<file path="src/rtl/tt_um_serial_subtractor8_pkg.sv">
// Shared types and uio bit map for the byte-serial subtractor.
// SUB_SIGNED_OVF_EN (optional) enables the signed-overflow flag on uio_out[2].
package sub_serial_pkg;

  typedef enum logic {
    EXP_A = 1'b0,
    EXP_B = 1'b1
  } state_e;

  // uio_in bit positions
  localparam int VALID  = 0;
  localparam int FIRST  = 1;
  localparam int SEL    = 2;
  // uio_out bit positions
  localparam int ERR    = 3;
  localparam int OVALID = 4;
  localparam int BORROW = 5;
  localparam int ZERO   = 6;
  localparam int LAST   = 7;
  localparam int OVF    = 2;

  localparam int NUM_BYTES_DEF = 4;

  localparam logic [7:0] UIO_OE_BASE = 8'b1111_1000;

  typedef struct packed {
    logic last;
    logic zero;
    logic borrow;
    logic ovalid;
    logic err;
  } stat_t;

endpackage

</file>
<file path="src/rtl/tt_um_serial_subtractor8_borrow_sub8.sv">
// Combinational a - b - bin as a Kogge-Stone adder on a + ~b + ~bin.
// bout is the inverted carry out of the top bit.
module borrow_sub8 #(
  parameter int W = 8
) (
  input  logic [W-1:0] a,
  input  logic [W-1:0] b,
  input  logic         bin,
  output logic [W-1:0] d,
  output logic         bout
);

  localparam int LEVELS = $clog2(W);

  logic         cin;
  logic [W-1:0] g0, p0, g_all, p_all;
  logic [W:0]   c;

  assign cin = ~bin;
  assign g0  = a & ~b;
  assign p0  = a ^ ~b;

  genvar k;
  generate
    for (k = 0; k < LEVELS; k++) begin : g_lvl
      localparam int D = 1 << k;
      logic [W-1:0] g_in, p_in, g_out, p_out;
      if (k == 0) begin : g_src
        assign g_in = g0;
        assign p_in = p0;
      end else begin : g_chain
        assign g_in = g_lvl[k-1].g_out;
        assign p_in = g_lvl[k-1].p_out;
      end
      // Low D positions already span down to bit 0, so propagate passes through.
      assign g_out = g_in | (p_in & (g_in << D));
      assign p_out = p_in & ((p_in << D) | W'((1 << D) - 1));
    end
  endgenerate

  assign g_all = g_lvl[LEVELS-1].g_out;
  assign p_all = g_lvl[LEVELS-1].p_out;

  assign c    = {g_all | (p_all & {W{cin}}), cin};
  assign d    = p0 ^ c[W-1:0];
  assign bout = ~c[W];

endmodule

</file>
<file path="src/rtl/tt_um_serial_subtractor8.sv">
// Byte-serial multi-byte subtractor: A/B byte pairs LSB-first, one difference byte out per pair.
// Optional SUB_SIGNED_OVF_EN adds a word-level signed overflow flag on uio_out[2].
module tt_um_serial_subtractor8
  import sub_serial_pkg::*;
#(
  parameter int NUM_BYTES = NUM_BYTES_DEF
) (
  input  logic       clk,
  input  logic       rst_n,
  input  logic       ena,
  input  logic [7:0] ui_in,
  input  logic [7:0] uio_in,
  output logic [7:0] uio_out,
  output logic [7:0] uio_oe,
  output logic [7:0] uo_out
);

  localparam int IDX_W = (NUM_BYTES > 2) ? $clog2(NUM_BYTES) : 1;
  localparam logic [IDX_W-1:0] IDX_LAST = IDX_W'(NUM_BYTES - 1);

  state_e          state;
  logic [IDX_W-1:0] byte_idx;
  logic            borrow_r;
  logic            zero_acc;
  logic [7:0]      a_hold;
  logic [7:0]      diff_q;
  stat_t           st;

  logic       in_valid, first, sel;
  logic [7:0] diff;
  logic       bout, word_end, diff_zero;
  logic       unused_ok;

  assign in_valid  = uio_in[VALID];
  assign first     = uio_in[FIRST];
  assign sel       = uio_in[SEL];
  assign unused_ok = &{1'b0, uio_in[7:3]};

  borrow_sub8 #(.W(8)) u_sub (
    .a    (a_hold),
    .b    (ui_in),
    .bin  (borrow_r),
    .d    (diff),
    .bout (bout)
  );

  assign word_end  = (byte_idx == IDX_LAST);
  assign diff_zero = (diff == 8'h00);

`ifdef SUB_SIGNED_OVF_EN
  logic ovf_q, ovf_next;
  // Sign bits of the top byte decide overflow for the whole word.
  assign ovf_next = word_end & (a_hold[7] ^ ui_in[7]) & (a_hold[7] ^ diff[7]);
  assign uio_oe   = UIO_OE_BASE | (8'b1 << OVF);
`else
  assign uio_oe   = UIO_OE_BASE;
`endif

  always_ff @(posedge clk or negedge rst_n) begin
    if (!rst_n) begin
      state    <= EXP_A;
      byte_idx <= '0;
      borrow_r <= 1'b0;
      zero_acc <= 1'b1;
      a_hold   <= '0;
      diff_q   <= '0;
      st       <= '0;
`ifdef SUB_SIGNED_OVF_EN
      ovf_q    <= 1'b0;
`endif
    end else begin
      st.ovalid <= 1'b0;
      st.last   <= 1'b0;
      st.err    <= 1'b0;
      if (ena && in_valid) begin
        if (!sel) begin
          a_hold <= ui_in;
          state  <= EXP_B;
          if (first) begin
            byte_idx <= '0;
            borrow_r <= 1'b0;
            zero_acc <= 1'b1;
          end
        end else if (state == EXP_B) begin
          st.err    <= first;
          diff_q    <= diff;
          st.borrow <= bout;
          st.ovalid <= 1'b1;
          st.last   <= word_end;
          st.zero   <= word_end & zero_acc & diff_zero;
          state     <= EXP_A;
`ifdef SUB_SIGNED_OVF_EN
          ovf_q     <= ovf_next;
`endif
          if (word_end) begin
            byte_idx <= '0;
            borrow_r <= 1'b0;
            zero_acc <= 1'b1;
          end else begin
            byte_idx <= byte_idx + 1'b1;
            borrow_r <= bout;
            zero_acc <= zero_acc & diff_zero;
          end
        end else begin
          st.err <= 1'b1;
        end
      end
    end
  end

  always_comb begin
    uio_out         = '0;
    uio_out[ERR]    = st.err;
    uio_out[OVALID] = st.ovalid;
    uio_out[BORROW] = st.borrow;
    uio_out[ZERO]   = st.zero;
    uio_out[LAST]   = st.last;
`ifdef SUB_SIGNED_OVF_EN
    uio_out[OVF]    = ovf_q;
`endif
  end

  assign uo_out = diff_q;

endmodule

</file>
<file path="config.mk">
export PLATFORM = sky130hd
export DESIGN_NAME = tt_um_serial_subtractor8
export DESIGN_NICKNAME = d
export VERILOG_FILES = /design/src/rtl/tt_um_serial_subtractor8_pkg.sv /design/src/rtl/tt_um_serial_subtractor8_borrow_sub8.sv /design/src/rtl/tt_um_serial_subtractor8.sv
export SDC_FILE = /design/constraint.sdc
export NUM_CORES = 1
export LEC_CHECK = 0
export ABC_CLOCK_PERIOD_IN_PS = 2100
export CAP_MARGIN = 5
export CORE_MARGIN = 2
export CORE_UTILIZATION = 35
export CTS_CLUSTER_SIZE = 8
export DETAILED_ROUTE_END_ITERATION = 8
export PLACE_DENSITY = 0.69
export SYNTH_ARGS = -nofsm -noshare
export SYNTH_HDL_FRONTEND = slang
export SYNTH_SLANG_ARGS = --single-unit
</file>
<file path="constraint.sdc">
create_clock -name clk -period 2.1 [get_ports clk]
set_input_delay 0.42 -clock clk [delete_from_list [all_inputs] [get_ports clk]]
set_output_delay 0.42 -clock clk [all_outputs]
set_load 0.01 [all_outputs]
</file>
; ---- After elaboration in Yosys (flattened, before gate mapping)
; Cells that the tools add are included.
[word_totals]
reg_bits = 26
input_bits = 19
wordCells = 58
[classes]
addsub = 1
eq_ne = 2
n_mux = 17
bitwise = 21
reduce_logical = 6
[op_table]
columns = cell, n
row1 = $and A8 B8 Y8, 8
row2 = $or A8 B8 Y8, 4
row3 = $xor A8 B8 Y8, 2
row4 = $mux W1, 10
row5 = $mux W5, 2
row6 = $logic_not A8 Y1, 1
row7 = $mux W2, 4
row8 = $not A8 Y8, 1
row9 = $reduce_and A3 Y1, 2
row10 = $mux W4, 1
row11 = $and A1 B1 Y1, 3
row12 = $not A1 Y1, 3
row13 = $add A2 B1 Y2 const B, 1
row14 = $eq A2 B2 Y1 const B, 1
row15 = $ne A2 B1 Y1 const B, 1
row16 = $reduce_and A2 Y1, 1
row17 = $reduce_bool A2 Y1, 1
row18 = $logic_and A1 B1 Y1, 1

; ---- Longest topological paths before layout
[depth]
word_depth = 15
ltp_mapped = 9

; ---- By module
; Synthesis repeated with hierarchy kept, for this count alone.
[hier_totals]
hier_cells = 147
hier_area_um2 = 1495.2
[modules_own_cells]
columns = module, n_inst, cells_per_inst, area_each_um2, seq_area_each_um2
row1 = tt_um_serial_subtractor8, 1, 104, 1166.1, 651.9
row2 = borrow_sub8, 1, 43, 329.1, 0.0

; ---- Least setup slack after synthesis
; No wires, ideal clock.
[synth_timing]
path_kind = input port to flip-flop
start = input ui_in[5]
end = register st, in the netlist uio_out[6]
setup_time_ns = 0.092
t_arrival_ns = 1.831
required_ns = 2.008
setup_slack_ns = 0.178
path_stages = 8
cell_sequence = inv_1 > ha_1 > buf_6 > and3_2 > a311oi_2 > xor2_1 > nand2_1 > o31ai_2
[synth_via]
elab_chain_cells = 10
elab_cells_between_ends = 17
classes_between = bitwise: 16 / reduce/logical: 1
[synth_lines]
columns = element, line
row1 = from (decl), tt_um_serial_subtractor8.sv:11  ; input logic [7:0] ui_in,
row2 = $not A8 Y8 (*), "tt_um_serial_subtractor8_borrow_sub8.sv:20, tt_um_serial_subtractor8_borrow_sub8.sv:21"
row3 = $xor A8 B8 Y8 or $and A8 B8 Y8 (tied branches), "tt_um_serial_subtractor8_borrow_sub8.sv:21, tt_um_serial_subtractor8_borrow_sub8.sv:20"
row4 = "$and A8 B8 Y8, on equally long branches", "tt_um_serial_subtractor8_borrow_sub8.sv:36, tt_um_serial_subtractor8_borrow_sub8.sv:37"
row5 = "$or A8 B8 Y8, or another cell as far along (2 in series)", tt_um_serial_subtractor8_borrow_sub8.sv:36  ; assign g_out = g_in | (p_in & (g_in << D));
row6 = $or A8 B8 Y8 or $and A8 B8 Y8 (tied branches), "tt_um_serial_subtractor8_borrow_sub8.sv:36, tt_um_serial_subtractor8_borrow_sub8.sv:44"
row7 = $or A8 B8 Y8, tt_um_serial_subtractor8_borrow_sub8.sv:44  ; assign c = {g_all | (p_all & {W{cin}}), cin};
row8 = $xor A8 B8 Y8 (*), tt_um_serial_subtractor8_borrow_sub8.sv:45  ; assign d = p0 ^ c[W-1:0];
row9 = $logic_not A8 Y1 (*), tt_um_serial_subtractor8.sv:48  ; assign diff_zero = (diff == 8'h00);
row10 = $and A1 B1 Y1 (*), tt_um_serial_subtractor8.sv:90  ; st.zero <= word_end & zero_acc & diff_zero;
row11 = to (decl), tt_um_serial_subtractor8.sv:27  ; stat_t st;
; Every way passes the cells marked *; elsewhere a longest branch is shown, timed or not.
; A chain may end at the register's enable or synchronous reset.

; ---- Final worst setup path
[layout_timing]
start = input ui_in[0]
end = register st, in the netlist uio_out[6]
[layout_via]
elab_chain_cells = 12
elab_cells_between_ends = 17
classes_between = bitwise: 16 / reduce/logical: 1
[layout_lines]
columns = element, line
row1 = $not A8 Y8 (*), "tt_um_serial_subtractor8_borrow_sub8.sv:20, tt_um_serial_subtractor8_borrow_sub8.sv:21"
row2 = $xor A8 B8 Y8, tt_um_serial_subtractor8_borrow_sub8.sv:21  ; assign p0 = a ^ ~b;
row3 = $and A8 B8 Y8, tt_um_serial_subtractor8_borrow_sub8.sv:36
row4 = $or A8 B8 Y8, tt_um_serial_subtractor8_borrow_sub8.sv:36
row5 = $and A8 B8 Y8, tt_um_serial_subtractor8_borrow_sub8.sv:36
row6 = $or A8 B8 Y8, tt_um_serial_subtractor8_borrow_sub8.sv:36
row7 = $and A8 B8 Y8, tt_um_serial_subtractor8_borrow_sub8.sv:36
row8 = $or A8 B8 Y8, tt_um_serial_subtractor8_borrow_sub8.sv:36
row9 = $or A8 B8 Y8, tt_um_serial_subtractor8_borrow_sub8.sv:44
row10 = $xor A8 B8 Y8 (*), tt_um_serial_subtractor8_borrow_sub8.sv:45
row11 = $logic_not A8 Y1 (*), tt_um_serial_subtractor8.sv:48
row12 = $and A1 B1 Y1 (*), tt_um_serial_subtractor8.sv:90
; Marked as above.

==> flow_summary.ini <==
[status]
status = finished, final reports clean

[drt]
finalWirelength_um = 2970
drt_first_pass_iters = 4
drtIter0Drc = 44
via_count = 1162
antenna_left = 0
drc = 0
wire_per_inst_um = 12.0
avgViaCountPerCell = 4.69

[min_path]
whs_path_depth = 2
hp-class = in2reg

[power_and_ir_drop]
power_density_mw_per_mm2 = 976
ir_drop_uv = 729
finalPower_mw = 2.07
p_leak_nw = 1.01

[cells_and_area]
antennaDiodeCount = 0
utilization_pct = 52.7
drive_gt1_share_pct = 31.8
instances_no_fill = 248
fill_cells = 363
ff_latch_area_um2 = 652
area_delta_synth_final_pct = 43.8
multi_input_area_um2 = 838
final_nets = 228
fin_area_mm2 = 0.00212

[synthesis]
syn_area_per_cell_um2 = 9.84
synth_ff_type = dfrtp_1
yosysSeqAreaShare_pct = 44.2
syn_area_mm2 = 0.00148
synth_warnings = 0
synth_enable_flop_cells = 0
synth-seq-cells = 26
async_flop_share_pct = 100
syn-instance-count = 150
synth_cell_types = 39

[clock_network]
cts_tree = built
cts_root_buf = clkbuf_8
clk_pin_slew_ns = 0.09
htree_levels = 1
numCtsBuffers = 3
postCtsHoldBufs = 0
worstSkewPairLatency_ns = 0.27
cts.sinks = 26
clock_path_buffers = 2

[place]
dp_cells = 242
preCtsSetupSlack_ns = -0.424
io_buffers = 26
postPlaceCellArea_mm2 = 0.00189
hpwl_um = 2120
gp_congestion = 0.759

[die]
die_w_um = 69.0
die_h_um = 69.0
pin_count = 43
fp-row-count = 23
core_area_mm2 = 0.00403
die_area_mm2 = 0.00475
initial_core_util_pct = 36.6

[timing]
hold_ws_ns = 0.436
fin_skew_ns = 0.00251
drv_slew = 0
fmax_mhz = 526
rsz0062_at_grt = false
setup_violations = 0
finalHoldViolations = 0
min_period_ns = 1.90
timing.final.ws_setup_ns = 0.199
period_share_pct = 90.5
fin_tns_setup_ns = 0

[global_routing]
grt_pass1_vias = 1047
overflow = 0
grt_pass1_wl_um = 4710
grt_start_max_net_pins = 27
antenna_found_initial = 0
grt_usage_pct = 13.5

[setup_path]
critPathCaptureType = flip-flop
worstSetupStartpointType = input port
timing.critical_path.fanout_max = 5
worstPathRequired_ns = 2.29
r2r_cells = 7
crit_arrival_ns = 2.09
crit_type = in2reg

[flow_run]
maxCapViolCount = 0
## worst paths after layout
| check | start | end | slack (ns) |
|---|---|---|---|
| max in group asynchronous | rst_n | zero_acc | 1.29 |
| max reg2reg | a_hold[5] | uio_out[6] | 0.21 |
| max | ui_in[0] | uio_out[6] | 0.20 |
| min reg2reg | state | uio_out[3] | 0.48 |
| min in group asynchronous | rst_n | uo_out[4] | 0.51 |
| min | ui_in[1] | a_hold[1] | 0.44 |
## cell usage after synthesis (2+ instances only)
library cell / number / area [um2]
ha_1: 9 / 113
nand3_1: 5 / 25.0
clkbuf_1: 3 / 11.3
inv_1: 13 / 48.8
mux2_2: 7 / 78.8
conb_1: 2 / 7.51
or3_1: 2 / 12.5
o21ai_0: 11 / 55.1
xor2_1: 3 / 26.3
buf_4: 11 / 82.6
dfrtp_1: 25 / 626
nand2_1: 21 / 78.8
a21oi_2: 2 / 17.5
a21oi_1: 8 / 40.0
nor2_1: 4 / 15.0
## cell families (layout without fill, tap and decap cells)
| group | after synthesis | count (layout) | synth area share, % |
|---|---|---|---|
| other cells | 2 | 11 | 0.509 |
| compound gates | 34 | 34 | 15.6 |
| buf+inv | 28 | 67 | 10.4 |
| flops | 26 | 26 | 44.2 |
| fa+ha+maj | 10 | 10 | 8.98 |
| xor+xnor | 4 | 4 | 2.37 |
| simple gates | 38 | 38 | 11.9 |
| mux | 8 | 8 | 6.02 |
## routing by layer
metal	GRT usage, %	part of all wire [%]	vias to the layer above	wire length (um)
met3	4.06	4.7	2	139
li1	-	-	583	-
met5	0	0	-	0
met4	2.94	0.64	0	19
met2	23.0	51	28	1510
met1	17.0	44	549	1300
## layout by cell type (no fill, tap or decap), types with 2 or more instances in the layout
master	n
clkbuf_8	3
dfrtp_1	25
nand3_1	5
o21ai_2	2
buf_4	24
mux2_2	7
o21ai_0	10
inv_2	6
dlymetal6s2s_1	5
conb_1	11
inv_1	7
dlygate4sd2_1	2
nand2_1	21
a21oi_4	2
nor2_1	4
clkdlybuf4s50_1	19
ha_4	6
a21oi_1	6
ha_1	3
xor2_1	3
a21oi_2	2
## critical path, stage by stage
cell and delay, ns:
dlygate4sd2_1 0.21, inv_1 0.05, ha_1 0.26, nand2b_1 0.08, a21oi_2 0.24, buf_4 0.18, a21oi_1 0.08, xnor2_1 0.20
nand3_1 0.16, o31ai_2 0.19
## layout make-up
cell class              instances  area share, %
flip-flops and latches         26           30.7
clock buffers                   3           1.94
clock inverters                 1           1.41
inverters                      13           2.30
multi-input cells             105           39.5
repair buffers                 50           21.2
well taps                      50           2.95
## where the power goes
group          switching [mW]  total [mW]  internal (mW)  leakage [nW]
sequential             0.0809       0.716          0.635         0.326
combinational           0.404       0.945          0.542         0.651
clock                   0.157       0.412          0.255        0.0357
## what timing repair did
action | in CTS | in global routing
pin swaps | 9 | 8
hold endpoints to repair | 0 | 0
buffers inserted | 2 | 0
setup endpoints to repair | 6 | 7
resized for setup | 13 | 17
## registers in the layout, summed over array words and instances (netlist names)
name and cells:
uo_out 8, uio_out 5, byte_idx 2, a_hold 8, borrow_r 1, zero_acc 1
state 1
Note: power is estimated with default switching activity, not from simulation.
